File: config.mk
export PLATFORM = sky130hd
export DESIGN_NAME = ghost_array_unit
export DESIGN_NICKNAME = d
export VERILOG_FILES = /design/src/rtl/ghost_pkg.sv /design/src/rtl/ghost_mover.sv /design/src/rtl/ghost_array_unit.sv
export SDC_FILE = /design/constraint.sdc
export NUM_CORES = 1
export LEC_CHECK = 0
export ABC_CLOCK_PERIOD_IN_PS = 8060
export CAP_MARGIN = 20
export CORE_MARGIN = 8
export CORE_UTILIZATION = 45
export CTS_BUF_LIST = sky130_fd_sc_hd__clkbuf_4
export DETAILED_ROUTE_END_ITERATION = 10
export PLACE_DENSITY = 0.63
export SLEW_MARGIN = 20
export SYNTH_ARGS = -nofsm -noshare
export SYNTH_HDL_FRONTEND = slang
export SYNTH_SLANG_ARGS = --single-unit
File: constraint.sdc
create_clock -name clk -period 8.06 [get_ports clk]
set_input_delay 2.015 -clock clk [delete_from_list [all_inputs] [get_ports clk]]
set_output_delay 2.015 -clock clk [all_outputs]
set_load 0.005 [all_outputs]
File: src/rtl/ghost_pkg.sv
// rtl/ghost_pkg.sv - shared types and constants for the ghost array
package ghost_pkg;

    typedef enum logic [1:0] {
        G_ACTIVE = 2'd0,
        G_HIT    = 2'd1,
        G_DEAD   = 2'd2
    } ghost_state_t;

    localparam logic DIR_RIGHT = 1'b1;
    localparam logic DIR_LEFT  = 1'b0;

    // 12-bit {R,G,B}: red, pink, cyan, orange
    localparam logic [11:0] GHOST_PALETTE [4] = '{12'hF00, 12'hFBF, 12'h0FF, 12'hFB0};

    function automatic logic [11:0] ghost_colour(input int idx);
        logic [1:0] slot;
        slot = idx[1:0];
        return GHOST_PALETTE[slot];
    endfunction

endpackage

File: src/rtl/ghost_mover.sv
// rtl/ghost_mover.sv - one ghost: horizontal mover plus hit/dead/respawn life-cycle
module ghost_mover
    import ghost_pkg::*;
#(
    parameter int unsigned SCREEN_W       = 640,
    parameter int unsigned SPRITE_W       = 32,
    parameter int unsigned STEP           = 2,
    parameter int unsigned SPAWN_X        = 64,
    parameter int unsigned SPAWN_Y        = 48,
    parameter logic        SPAWN_DIR      = DIR_RIGHT,
    parameter int unsigned HIT_FRAMES     = 8,
    parameter int unsigned RESPAWN_FRAMES = 60
) (
    input  logic        clk,
    input  logic        reset,
    input  logic        frame_tick,
    input  logic        collision,
    output logic [31:0] x,
    output logic [31:0] y,
    output logic        visible,
    output logic        alive
);

    localparam logic [31:0] WALL_R     = 32'(SCREEN_W - SPRITE_W);
    localparam logic [31:0] STEP_V     = 32'(STEP);
    localparam logic [31:0] SPAWN_XV   = 32'(SPAWN_X);
    localparam logic [15:0] HIT_LOAD   = 16'(HIT_FRAMES - 1);
    localparam logic [15:0] RESP_LOAD  = 16'(RESPAWN_FRAMES - 1);

    ghost_state_t state, state_next;
    logic [31:0]  x_next;
    logic         dir, dir_next;
    logic         hit_latch, hit_latch_next;
    logic [15:0]  hit_cnt, hit_cnt_next;
    logic [15:0]  resp_cnt, resp_cnt_next;

    always_ff @(posedge clk) begin
        if (reset) begin
            state     <= G_ACTIVE;
            x         <= SPAWN_XV;
            dir       <= SPAWN_DIR;
            hit_latch <= 1'b0;
            hit_cnt   <= '0;
            resp_cnt  <= '0;
        end else begin
            state     <= state_next;
            x         <= x_next;
            dir       <= dir_next;
            hit_latch <= hit_latch_next;
            hit_cnt   <= hit_cnt_next;
            resp_cnt  <= resp_cnt_next;
        end
    end

    always_comb begin
        state_next     = state;
        x_next         = x;
        dir_next       = dir;
        hit_latch_next = hit_latch;
        hit_cnt_next   = hit_cnt;
        resp_cnt_next  = resp_cnt;

        case (state)
            G_ACTIVE: begin
                // A collision coincident with the tick still counts as a hit on that tick
                if (frame_tick) begin
                    if (hit_latch || collision) begin
                        state_next     = G_HIT;
                        hit_cnt_next   = HIT_LOAD;
                        hit_latch_next = 1'b0;
                    end else if (dir == DIR_RIGHT) begin
                        if (x + STEP_V >= WALL_R) begin
                            x_next   = WALL_R;
                            dir_next = DIR_LEFT;
                        end else begin
                            x_next = x + STEP_V;
                        end
                    end else begin
                        if (x <= STEP_V) begin
                            x_next   = '0;
                            dir_next = DIR_RIGHT;
                        end else begin
                            x_next = x - STEP_V;
                        end
                    end
                end else if (collision) begin
                    hit_latch_next = 1'b1;
                end
            end
            G_HIT: begin
                hit_latch_next = 1'b0;
                if (frame_tick) begin
                    if (hit_cnt == '0) begin
                        state_next    = G_DEAD;
                        resp_cnt_next = RESP_LOAD;
                    end else begin
                        hit_cnt_next = hit_cnt - 16'd1;
                    end
                end
            end
            G_DEAD: begin
                hit_latch_next = 1'b0;
                if (frame_tick) begin
                    if (resp_cnt == '0) begin
                        state_next = G_ACTIVE;
                        x_next     = SPAWN_XV;
                        dir_next   = SPAWN_DIR;
                    end else begin
                        resp_cnt_next = resp_cnt - 16'd1;
                    end
                end
            end
            default: begin
                state_next     = G_ACTIVE;
                x_next         = SPAWN_XV;
                dir_next       = SPAWN_DIR;
                hit_latch_next = 1'b0;
            end
        endcase
    end

    assign y       = 32'(SPAWN_Y);
    assign alive   = (state == G_ACTIVE);
    // Blink while hit: odd counts are dark, so the first HIT frame is invisible
    assign visible = (state == G_ACTIVE) || ((state == G_HIT) && !hit_cnt[0]);

endmodule

File: src/rtl/ghost_array_unit.sv
// rtl/ghost_array_unit.sv - NUM_GHOSTS movers merged into one registered RGB/Draw stream
module ghost_array_unit
    import ghost_pkg::*;
#(
    parameter int unsigned NUM_GHOSTS     = 4,
    parameter int unsigned SPRITE_W       = 32,
    parameter int unsigned SPRITE_H       = 32,
    parameter int unsigned SCREEN_W       = 640,
    parameter int unsigned STEP           = 2,
    parameter int unsigned X0             = 64,
    parameter int unsigned X_PITCH        = 128,
    parameter int unsigned Y0             = 48,
    parameter int unsigned ROW_PITCH      = 64,
    parameter int unsigned HIT_FRAMES     = 8,
    parameter int unsigned RESPAWN_FRAMES = 60
) (
    input  logic                  clk,
    input  logic                  reset,
    input  logic                  frame_tick,
    input  logic [NUM_GHOSTS-1:0] collision,
    input  logic [31:0]           pxl_x,
    input  logic [31:0]           pxl_y,
    output logic [3:0]            Red,
    output logic [3:0]            Green,
    output logic [3:0]            Blue,
    output logic                  Draw,
    output logic [NUM_GHOSTS-1:0] alive
);

    localparam logic [31:0] SPR_W = 32'(SPRITE_W);
    localparam logic [31:0] SPR_H = 32'(SPRITE_H);

    logic [31:0]           gx [NUM_GHOSTS];
    logic [31:0]           gy [NUM_GHOSTS];
    logic [NUM_GHOSTS-1:0] vis;
    logic [NUM_GHOSTS-1:0] hit;

    generate
        for (genvar i = 0; i < int'(NUM_GHOSTS); i++) begin : g_ghost
            ghost_mover #(
                .SCREEN_W       (SCREEN_W),
                .SPRITE_W       (SPRITE_W),
                .STEP           (STEP),
                .SPAWN_X        (X0 + i * X_PITCH),
                .SPAWN_Y        (Y0 + i * ROW_PITCH),
                .SPAWN_DIR      ((i % 2 == 0) ? DIR_RIGHT : DIR_LEFT),
                .HIT_FRAMES     (HIT_FRAMES),
                .RESPAWN_FRAMES (RESPAWN_FRAMES)
            ) u_mover (
                .clk        (clk),
                .reset      (reset),
                .frame_tick (frame_tick),
                .collision  (collision[i]),
                .x          (gx[i]),
                .y          (gy[i]),
                .visible    (vis[i]),
                .alive      (alive[i])
            );

            assign hit[i] = vis[i]
                         && (pxl_x >= gx[i]) && (pxl_x < gx[i] + SPR_W)
                         && (pxl_y >= gy[i]) && (pxl_y < gy[i] + SPR_H);
        end
    endgenerate

    logic        win_draw;
    logic [11:0] win_rgb;

    // Scan from the top index down so the lowest-index hitting ghost is written last and wins
    always_comb begin
        win_draw = 1'b0;
        win_rgb  = '0;
        for (int i = int'(NUM_GHOSTS) - 1; i >= 0; i--) begin
            if (hit[i]) begin
                win_draw = 1'b1;
                win_rgb  = ghost_colour(i);
            end
        end
    end

    logic        draw_q;
    logic [11:0] rgb_q;

    always_ff @(posedge clk) begin
        if (reset) begin
            draw_q <= 1'b0;
            rgb_q  <= '0;
        end else begin
            draw_q <= win_draw;
            rgb_q  <= win_rgb;
        end
    end

    assign Draw  = draw_q;
    assign Red   = rgb_q[11:8];
    assign Green = rgb_q[7:4];
    assign Blue  = rgb_q[3:0];

endmodule

== Word level (Yosys, flattened, before mapping) ==
Index checks and enable logic that the tools add are counted.
Storage, ports and cells
  bits of input ports: 71
  output and inout port bits: 17
  register bits: 285
  word-level logic and storage cells: 362
Cells by class
  magnitude comparators: 24
  equality and inequality tests: 48
  mux-type cells: 152
  reduce and logical (&&, ||, !) cells: 82
  bitwise gates (word level): 8
  $add $sub $neg: 20
Operators by type and width (count)
  32-bit 2-to-1 mux: 28
  16-bit 2-to-1 mux: 32
  32-bit case mux with 3 select lines: 4
  16-bit case mux with 2 select lines: 8
  32-bit by 2-bit adder with 32-bit output, second input constant: 4
  32-bit by 6-bit adder with 32-bit output, second input constant: 4
  32-bit by 10-bit >= comparator with 1-bit output, second input constant: 4
  32-bit >= comparator: 4
  32-bit by 2-bit less-or-equal comparator with 1-bit output, second input constant: 4
  16-bit zero test: 8
  32-bit less-than comparator: 4
  16-bit by 1-bit subtractor with 16-bit output, second input constant: 8
  32-bit by 2-bit subtractor with 32-bit output, second input constant: 4
  32-bit by 8-bit >= comparator with 1-bit output, second input constant: 2
  32-bit by 8-bit less-than comparator with 1-bit output, second input constant: 2
  5-bit AND reduction: 12
  2-bit inequality test, second input constant: 28
  12-bit 2-to-1 mux: 4
  2-bit 2-to-1 mux: 24
  1-bit 2-to-1 mux: 44
  32-bit by 6-bit >= comparator with 1-bit output, second input constant: 1
  32-bit by 7-bit >= comparator with 1-bit output, second input constant: 1
  32-bit by 7-bit less-than comparator with 1-bit output, second input constant: 1
  32-bit by 9-bit less-than comparator with 1-bit output, second input constant: 1
  other kinds (15): 98

== Depth between registers and ports, before layout ==
  depth in word-level cells: 11
  depth in mapped cells: 17
  depth with buffers taken out: 16

== Hierarchy ==
A second synthesis with hierarchy kept.
Second synthesis, totals
  cell total of the unflattened synthesis: 4367
  area, all modules: 32703.9 µm²
By module, submodules not included
  ghost_array_unit: times used 1, area an instance 14737.9 µm², cells an instance 1973, seq. area each 100.1 µm²
  ghost_mover (g_ghost[0].u_mover): times used 1, area an instance 4575.6 µm², cells an instance 624, seq. area each 1341.3 µm²
  ghost_mover (g_ghost[3].u_mover): times used 1, area an instance 4485.6 µm², cells an instance 588, seq. area each 1341.3 µm²
  ghost_mover (g_ghost[1].u_mover): times used 1, area an instance 4475.5 µm², cells an instance 599, seq. area each 1341.3 µm²
  ghost_mover (g_ghost[2].u_mover): times used 1, area an instance 4429.2 µm², cells an instance 583, seq. area each 1341.3 µm²

== Worst setup path before layout ==
OpenSTA, ideal clock, no wires.
  path type: input -> register
  from: input frame_tick
  to: register g_ghost[2].u_mover.hit_cnt[14]
  slack: 4022 ps
  library setup time: 128 ps
  buffers on the path: 1
  arrival time: 3910 ps
  stages on the path: 8
  data required time: 7932 ps
  cell sequence: inv_1 clkbuf_1 nor4b_1 nand3_1 nor2_1 nand3b_1 xor2_1 nor2_1
Between the ends
  word-level cells in the longest chain between the ends: 2
  elaborated cells between the ends (all ways): 3
  those cells by class: 2 x eq/ne; 1 x reduce/logical
RTL lines
  start, declared: RTL line ghost_array_unit.sv:19  | input logic frame_tick,
  2-bit inequality test (no source line)
  5-bit AND reduction (no source line) *
  end signal, assigned: RTL line ghost_mover.sv:50  | hit_cnt <= hit_cnt_next;
  end, declared: RTL line ghost_mover.sv:34  | logic [15:0] hit_cnt, hit_cnt_next;
Every way passes the cells marked *; elsewhere a longest branch is shown, timed or not.
A chain may end at the register's enable or synchronous reset.

== Worst setup path in the final report ==
  from: input pxl_x[9]
  to: register rgb_q[6]
Between the ends
  word-level cells in the longest chain between the ends: 6
  elaborated cells between the ends (all ways): 20
  those cells by class: 6 x order compare; 1 x mux; 13 x reduce/logical
RTL lines
  start, declared: RTL line ghost_array_unit.sv:21  | input logic [31:0] pxl_x,
  32-bit >= comparator: RTL line ghost_array_unit.sv:61  | && (pxl_x >= gx[i]) && (pxl_x < gx[i] + SPR_W)
  1-bit logical AND (2 in series): RTL line ghost_array_unit.sv:61
  1-bit logical AND (2 in series): RTL line ghost_array_unit.sv:62  | && (pxl_y >= gy[i]) && (pxl_y < gy[i] + SPR_H);
  3-bit OR reduction (no source line) / 12-bit 2-to-1 mux (equally long branches)
  end signal, assigned: RTL line ghost_array_unit.sv:90  | rgb_q <= win_rgb;
  end, declared: RTL line ghost_array_unit.sv:82  | logic [11:0] rgb_q;
Several ways; a longest one is shown, not always the timed one.

==> out/metrics.cfg <==
[status]
status = finished, final reports clean

[power_and_ir_drop]
power_leakage_nw = 9.15
ir_worst_vdd_mv = 0.127
pwr_density_cell_mw_per_mm2 = 143

[logic_synthesis]
async_flop_share_pct = 0
syn_area_mm2 = 0.0241
syn_nets = 3532
synth_edf_count = 0
synth-seq-area-share_pct = 22.7
synth_cell_types = 92
synth_seq_cells = 273
yosysWarningCount = 0
ys.flop_type = dfxtp_1
avgSynthCellArea_um2 = 7.52
synthCells = 3201

[clock_network]
clkSinkCount = 273
path_clk_slew_ps = 60
cts_tree = built
postCtsSetupBuffers = 0
cts_buffers = 81
clk_latency_ps = 840
cts_root_buf = clkbuf_4
cts_buffer_depth = 3
htreeDepth = 3
postCtsHoldBufs = 0
ctsResizeCount = 0

[die]
die_area_mm2 = 0.0611
io_pins = 88
start_util_pct = 45.6
fp.coreArea_mm2 = 0.0528
die_w_um = 247
rows = 84
die_height_um = 247

[worst_hold_path]
hold_path.class = flop to flop
hold_depth = 2
hold_end = g_ghost[1].u_mover.hit_cnt[9]
worstHoldStart = g_ghost[1].u_mover.hit_cnt[9]

[critical_path]
worstPathCellList = clkdlybuf4s50_1 -> ha_1 -> a21o_1 -> a21o_1 -> a21oi_1 -> o211ai_1 -> o211ai_1 -> o21ai_0 -> a221oi_1 -> o311ai_0 -> nor3b_1
required_ps = 8730
crit_path_max_incr_delay_ps = 930
critical_path.top_delay_family = compound AO/OA/AOI/OAI gates
r2r-start = g_ghost[0].u_mover.x[7]
cp-end-kind = flop
arrival_ps = 5800
path_class = input pin to flop
r2r_cells = 11
cp_max_fo = 8
r2r-end = rgb_q[6]
critPathBufInv = 1
reg2reg_setup_slack_ps = 3110
critPathLaunchType = input pin
cp_slowest_cell = o311ai_0

[global_route]
antenna_found_initial = 2
grt_max_degree = 105
grt_pass1_vias = 23510
grt_first_pass_wirelength_mm = 125
grt.total_usage_pct = 25.0
gr-total-overflow = 0

[routing]
dr.first_iter.drc_count = 2144
drt-total-wl_mm = 78.3
drt-wirelength-per-cell_um = 20.0
drcViolationCount = 0
final_antenna_net_count = 0
viasPerCell = 6.29
dr.pass1.iters = 5
vias = 24645

[cells_and_area]
fillCellCount = 5268
syn_to_final_growth_pct = 7.97
final_nets = 3507
drive_above_1_share_pct = 5.82

[timing]
hold_violations = 0
drv_slew = 0
setup_ws_ps = 2930
setup_tns_ps = 0
maxSlewHeadroom_pct = 26.0
worst_slew_pin_slew_ps = 1100
min_period_ps = 5130
setup_viol = 0
skew_ps = 51.2
min_period_over_period_pct = 63.6
fmax_mhz = 195
grt_setup_unrepaired = false

[placed_design]
gp_congestion = 0.942
io_buffer_count = 82
dp_hpwl_mm = 57.7
post-place-ws_ps = 2260

[run]
drv_cap = 0

[flip-flops by register name, indices dropped and copies added (netlist names)]
signal                     flops
Draw                           1
g_ghost.u_mover.dir            4
g_ghost.u_mover.hit_cnt       64
g_ghost.u_mover.state          8
g_ghost.u_mover.x            124
rgb_q                          4
g_ghost.u_mover.resp_cnt      64
g_ghost.u_mover.hit_latch      4
[logic make-up after synthesis]
group | after synthesis | synth area share (%)
AOI/OAI and AO/OA | 725 | 20.1
xor gates and xnor gates | 248 | 9.02
adders and majority gates | 260 | 13.5
buffers and inverters | 378 | 6.26
DFF | 273 | 22.7
muxes | 9 | 0.380
and+or+nand+nor | 1308 | 28.0
[layout make-up]
type | instances | area, µm² | share of cell area (%)
Antenna cell | 1 | 2.50 | 0.00963
Clock buffer | 111 | 833 | 3.21
Clock inverter | 24 | 106 | 0.409
Inverter | 172 | 646 | 2.48
Multi-Input combinational cell | 2550 | 17100 | 65.9
Sequential cell | 273 | 5470 | 21.0
Tap cell | 688 | 861 | 3.31
Timing Repair Buffer | 98 | 955 | 3.67
[cell usage in the layout (no fill, tap or decap), types with 27 or more instances in the layout]
master,count
nor2_1,382
a21o_1,75
nor3_1,151
a211oi_1,28
xnor2_1,202
o21ai_0,147
ha_1,260
clkbuf_4,111
nand2_1,182
nor4_1,94
a21oi_1,184
nand4_1,118
nor2b_1,27
or4_1,33
nand3_1,105
or3_1,51
a31oi_1,39
a311oi_1,56
inv_1,167
dfxtp_1,273
clkdlybuf4s50_1,81
xor2_1,46
and3_1,29
[through the flow]
| step | instance area, µm² | hold WS [ps] | cells | util (%) | power [mW] |
|---|---|---|---|---|---|
| after global routing | 26000 | 482 | 3917 | 49.3 | 3.97 |
| after CTS | 26000 | 461 | 3916 | 49.2 | 3.77 |
| after floorplan | 24100 | 436 | 3201 | - | 2.17 |
| after detailed placement | 25000 | 452 | 3781 | 47.5 | 2.45 |
| after global placement | 25000 | 445 | 3781 | 47.5 | 2.41 |
| final | 26000 | 467 | 3917 | 49.3 | 3.72 |
[synthesized netlist by cell type (29+ instances only)]
master,n,area share [%]
nand4_1,118,3.1
or4_1,33,1.0
dfxtp_1,273,23
and3_1,29,0.75
inv_1,167,2.6
a311oi_1,56,2.0
a31oi_1,39,1.0
a21oi_1,184,3.8
nand3_1,105,2.2
ha_1,260,14
clkbuf_1,159,2.5
nor2_1,383,6.0
nor4_1,94,2.4
o21ai_0,147,3.1
nor3_1,155,3.2
xnor2_1,202,7.4
xor2_1,46,1.7
nand2_1,182,2.8
a21o_1,75,2.3
or3_1,51,1.3
[power by group]
group	switching, mW	internal [mW]	leakage, nW
clock network	0.653	0.634	0.567
registers	0.0978	1.43	2.21
logic	0.544	0.362	6.37
[routing by layer]
metal	routed length, µm	global-route usage (%)	vias to the layer above
met5	11	0	-
met1	34500	32.5	11662
li1	-	-	11764
met2	35100	40.3	1029
met4	2490	10.2	2
met3	6280	4.70	188
[worst register-to-register path, stage by stage (launching register included)]
cell and delay [ps]:
dfxtp_1 660, nand4_1 480, nor3_1 760, xnor2_1 190, ha_1 340, nand4_1 90, nor3_1 130, o21ai_0 80
o21ai_0 440, a221oi_1 140, o311ai_0 930, nor3b_1 550
[worst max-delay path by stage]
| stage | startpoint | cells past startpoint | slack, ps | to |
|---|---|---|---|---|
| 3_3_place_gp | pxl_x[17] | 10 | 2260 | rgb_q[6] |
| 6_report | pxl_x[9] | 11 | 2930 | rgb_q[6] |
| 5_1_grt | g_ghost[0].u_mover.x[7] | 11 | 3020 | rgb_q[6] |
| 2_1_floorplan | frame_tick | 8 | 4020 | g_ghost[2].u_mover.hit_cnt[14] |
| 4_1_cts | pxl_x[9] | 11 | 3180 | rgb_q[6] |
| 3_5_place_dp | pxl_x[9] | 11 | 2260 | rgb_q[6] |
No activity file was read; power rests on OpenSTA's default activity.
